**src/rtl/ibex_data_sram_bridge.sv**
```systemverilog
// Ibex data port (req/gnt/rvalid) to sky130 1rw1r SRAM port 0 bridge with address-window decode.
// Grant after WAIT_STATES cycles, response one cycle after grant; responses are never stalled.
module ibex_data_sram_bridge #(
    parameter int          ADDR_WIDTH  = 8,
    parameter logic [31:0] BASE_ADDR   = 32'h0000_0000,
    parameter int          WAIT_STATES = 0
) (
    input  logic                  clk,
    input  logic                  resetn,
    input  logic                  data_req_i,
    input  logic                  data_we_i,
    input  logic [3:0]            data_be_i,
    input  logic [31:0]           data_addr_i,
    input  logic [31:0]           data_wdata_i,
    output logic                  data_gnt_o,
    output logic                  data_rvalid_o,
    output logic                  data_err_o,
    output logic [31:0]           data_rdata_o,
    output logic                  sram_csb0_o,
    output logic                  sram_web0_o,
    output logic [3:0]            sram_wmask0_o,
    output logic [ADDR_WIDTH-1:0] sram_addr0_o,
    output logic [31:0]           sram_din0_o,
    input  logic [31:0]           sram_dout0_i
);

    localparam logic [0:0] ST_IDLE = 1'b0;
    localparam logic [0:0] ST_WAIT = 1'b1;
    localparam logic [2:0] WAIT_LOAD = (WAIT_STATES > 0) ? 3'(WAIT_STATES - 1) : 3'd0;

    logic [0:0] state_q, state_d;
    logic [2:0] cnt_q, cnt_d;
    logic       gnt_raw;
    logic       gnt;
    logic       hit;
    logic       access;
    logic       rvalid_q, rwe_q, rerr_q;
    logic       unused_addr_lsbs;

    assign hit = (data_addr_i[31:ADDR_WIDTH+2] == BASE_ADDR[31:ADDR_WIDTH+2]);
    assign unused_addr_lsbs = ^data_addr_i[1:0];

    always_comb begin
        state_d = state_q;
        cnt_d   = cnt_q;
        gnt_raw = 1'b0;
        case (state_q)
            ST_IDLE: begin
                if (data_req_i) begin
                    if (WAIT_STATES == 0) begin
                        gnt_raw = 1'b1;
                    end else begin
                        state_d = ST_WAIT;
                        cnt_d   = WAIT_LOAD;
                    end
                end
            end
            ST_WAIT: begin
                // A withdrawn request is abandoned silently; no response is owed.
                if (!data_req_i) begin
                    state_d = ST_IDLE;
                end else if (cnt_q == 3'd0) begin
                    gnt_raw = 1'b1;
                    state_d = ST_IDLE;
                end else begin
                    cnt_d = cnt_q - 3'd1;
                end
            end
            default: state_d = ST_IDLE;
        endcase
    end

    // Gate with reset so a request held during reset cannot produce a grant or SRAM access.
    assign gnt    = gnt_raw & resetn;
    assign access = gnt & hit;

    assign data_gnt_o    = gnt;
    assign sram_csb0_o   = ~access;
    assign sram_web0_o   = ~(access & data_we_i);
    assign sram_wmask0_o = (access && data_we_i) ? data_be_i : 4'h0;
    assign sram_addr0_o  = access ? data_addr_i[ADDR_WIDTH+1:2] : '0;
    assign sram_din0_o   = access ? data_wdata_i : 32'h0;

    always_ff @(posedge clk or negedge resetn) begin
        if (!resetn) begin
            state_q  <= ST_IDLE;
            cnt_q    <= 3'd0;
            rvalid_q <= 1'b0;
            rwe_q    <= 1'b0;
            rerr_q   <= 1'b0;
        end else begin
            state_q  <= state_d;
            cnt_q    <= cnt_d;
            rvalid_q <= gnt;
            rwe_q    <= gnt & data_we_i;
            rerr_q   <= gnt & ~hit;
        end
    end

    assign data_rvalid_o = rvalid_q;
    assign data_err_o    = rvalid_q & rerr_q;
    assign data_rdata_o  = (rvalid_q && !rwe_q && !rerr_q) ? sram_dout0_i : 32'h0;

endmodule

```
**config.mk**
```make
export PLATFORM = sky130hd
export DESIGN_NAME = ibex_data_sram_bridge
export DESIGN_NICKNAME = d
export VERILOG_FILES = /design/src/rtl/ibex_data_sram_bridge.sv
export SDC_FILE = /design/constraint.sdc
export NUM_CORES = 1
export LEC_CHECK = 0
export CELL_PAD_IN_SITES_DETAIL_PLACEMENT = 0
export CELL_PAD_IN_SITES_GLOBAL_PLACEMENT = 2
export CORE_MARGIN = 2
export CORE_UTILIZATION = 11
export DETAILED_ROUTE_END_ITERATION = 10
export PLACE_DENSITY = 0.95
export SLEW_MARGIN = 30
export SYNTH_ARGS = -nofsm -noshare
export SYNTH_HDL_FRONTEND = slang
export SYNTH_SLANG_ARGS = --single-unit
```
**constraint.sdc**
```tcl
create_clock -name clk -period 4.32 [get_ports clk]
set_input_delay 0.864 -clock clk [delete_from_list [all_inputs] [get_ports clk]]
set_output_delay 0.864 -clock clk [all_outputs]
set_load 0.02 [all_outputs]
```
==> out/results.txt, run 1 <==
Via density -> 3.809
clock sinks -> 7
# fillers -> 1228
Achievable Freq -> 256.8 MHz
Peak VDD IR -> 89.16 uV
Clock Latency Late Sink -> 230 ps
Post-Route WL -> 5953 um
Nets -> 455
Mapped Cells -> 174
ANT cells -> 0
#FFs+latches synth -> 7
CP arrival -> 3030 ps
Final period util -> 90.15%
most common cell after layout, fill and taps aside -> clkdlybuf4s50_1
P_int -> 0.3023 mW
Core Rows -> 39
chip width -> 112.3 um
Worst slew margin -> 54.69%
WL met1 -> 2125 um
Cell Area, Synth -> 1291 um2
Avg Cell Area, Syn -> 7.421 um2
GP Congestion -> 0.7838
CTS resizes -> 0
Num CTS Buffers -> 3
RSZ-0062 raised after global routing -> false
cts hold-fix bufs -> 0
Clock Pin Slew Worst Setup and Hold Paths -> 40 ps
crit path kind -> in2out
Clk pwr share -> 39.7%
Root Buffer -> clkbuf_16
initial antenna violation count -> 0
I/O Buffers -> 182
status -> complete, no violations
R2R Setup Slk -> 2440 ps
ANT nets after route -> 0
Critical Path RT -> 3460 ps
vias in the first global route -> 1915
drt first pass iters -> 3
crit end category -> primary output
combinational share of power -> 43.1%
switching share of power -> 23.70%
post-CTS setup buffer count -> 0
wire length per cell -> 12.12 um
Syn-to-layout area delta -> 159.1%
worst-margin pin slew -> 679.6 ps
final setup skew -> 0.1262 ps
post-synth top area share -> 29.07%
Remaining DRCs -> 0
GRT Total Usage -> 8.938%
DR top layer -> met4
H-Tree Depth -> 1
grt ovf -> 0
first-pass GRT wire length -> 9287 um
Worst setup SP type -> primary input
synth top area cells -> nor4_2 29%, and2_1 16%, inv_1 14%
final count of pins violating max slew -> 0
CTS tree -> built
Synth Net Count -> 280
Sequential Power Share -> 17.2%
core footprint -> 11420 um2
P_sw -> 0.09391 mW
Setup TNS Final -> 0 ps
Leak -> 1.263 nW
post-synthesis cell type count -> 22
sequential area share after synthesis -> 13.57%
worst-path maximum fanout -> 23
Starting Density -> 11.31%
Max Cap Viol -> 0
I/O pin count -> 185
maximum buffer depth of the clock tree -> 2
Die Height -> 112.3 um
P per Cell Area -> 118.4 nW/um2
DR WL met2 -> 3099 um
proportion of layout cells with a drive suffix above 1 -> 12.36%
final count of negative-setup-slack endpoints -> 0
1st-iter DRT viols -> 34
min-delay worst type -> reg2reg
commonest cells after routing, fill and taps aside -> 182 x clkdlybuf4s50_1, 48 x inv_1, 33 x and2_1, 30 x nor4_2, 19 x nor4_1
top cell type by total area after synthesis -> nor4_2
die area -> 12620 um2
DR WL met3 -> 649 um
hold_ws -> 473.4 ps
routed vias -> 1870
largest net degree at the start of global routing -> 48
Fin. Hold Viols -> 0
Detail Placement HPWL -> 4873 um
yosys warns -> 0
Min Clock Period, post-route -> 3895 ps
-- final cells by class --
type | instances | area, um2 | share of cell area [%]
timing repair buffer | 187 | 1884 | 56.32
multi-input combinational | 100 | 840.8 | 25.13
inverter | 50 | 187.7 | 5.610
tap | 143 | 178.9 | 5.348
sequential | 7 | 175.2 | 5.236
clock buffer | 4 | 78.83 | 2.356
-- logic make-up (layout without fill, tap and decap cells) --
logic type | after synthesis | in the layout | share of synthesized area, %
DFF | 7 | 7 | 13.57
muxes | 1 | 1 | 0.7752
and+or+nand+nor | 92 | 92 | 58.53
adders and majority gates | 2 | 2 | 1.938
xor gates and xnor gates | 2 | 2 | 1.357
AOI/OAI and AO/OA | 3 | 3 | 1.842
buffers and inverters | 67 | 241 | 22.00
-- worst paths after layout --
path                                      start  cells past startpoint                    to
setup / recovery                     data_req_i                      6       sram_din0_o[30]
hold / removal             cnt_q[2]$_DFFE_PN0P_                      1  cnt_q[2]$_DFFE_PN0P_
setup reg to reg           cnt_q[0]$_DFFE_PN0P_                      7      rerr_q$_DFF_PN0_
hold reg to reg            cnt_q[2]$_DFFE_PN0P_                      1  cnt_q[2]$_DFFE_PN0P_
max in group asynchronous                resetn                      2  cnt_q[0]$_DFFE_PN0P_
min in group asynchronous                resetn                      2     state_q$_DFF_PN0_
-- synth_stat cells --
library cell and number:
inv_1 48, and2_1 33, nor4_2 30, nor4_1 19
buf_2 8, dfrtp_1 7, clkbuf_1 6, buf_6 3
ha_1 2, inv_2 2, nand2_1 2, nand4_1 2
or3_1 2, xnor2_1 2, a211o_1 1, a21o_1 1
mux2i_1 1, nand2b_1 1, nand3_1 1, nor2_1 1
nor3b_1 1, o21a_1 1
-- critical path, stage by stage --
cell	delay, ps
clkdlybuf4s50_1	500
nand2_1	80
a21o_2	400
buf_12	260
nor4_2	260
clkdlybuf4s50_1	650
-- per-layer routing --
layer	track usage [%]	vias to the layer above
met3	2.700	8
met5	0	-
met1	8.801	824
met2	17.87	121
li1	-	917
met4	2.439	0
-- registers in the layout, indices dropped and copies added (netlist names) --
signal / flops
cnt_q: 3
data_rvalid_o: 1
rerr_q: 1
rwe_q: 1
state_q: 1
-- power groups by stage --
stage | combinational (mW) | clock, mW | sequential [mW]
2_1_floorplan | 0.0495 | 0 | 0.0692
3_3_place_gp | 0.171 | 0 | 0.0688
3_5_place_dp | 0.173 | 0 | 0.0689
4_1_cts | 0.173 | 0.160 | 0.0681
5_1_grt | 0.183 | 0.166 | 0.0681
6_report | 0.171 | 0.157 | 0.0680
-- stage by stage --
| step | cell area, um2 | util [%] | worst slack [ps] | power (mW) | cells |
|---|---|---|---|---|---|
| floorplan | 1291 | - | 1302 | 0.1187 | 174 |
| global placement | 3267 | 28.61 | 422.1 | 0.2395 | 487 |
| detailed placement | 3267 | 28.61 | 376.8 | 0.2418 | 487 |
| CTS | 3346 | 29.30 | 369.2 | 0.4018 | 491 |
| global route | 3346 | 29.30 | 288.4 | 0.4175 | 491 |
| finish | 3346 | 29.30 | 425.5 | 0.3962 | 491 |
(Power assumes the default switching activity.)
==> run 2: changes to the inputs <==
--- a/config.mk
+++ b/config.mk
@@ -5,6 +5,7 @@
 export SDC_FILE = /design/constraint.sdc
 export NUM_CORES = 1
 export LEC_CHECK = 0
+export CAP_MARGIN = 5
 export CELL_PAD_IN_SITES_DETAIL_PLACEMENT = 0
 export CELL_PAD_IN_SITES_GLOBAL_PLACEMENT = 2
 export CORE_MARGIN = 2
==> results of run 2 <==
The final DEF is identical to that of run 1; final timing and power are the same.
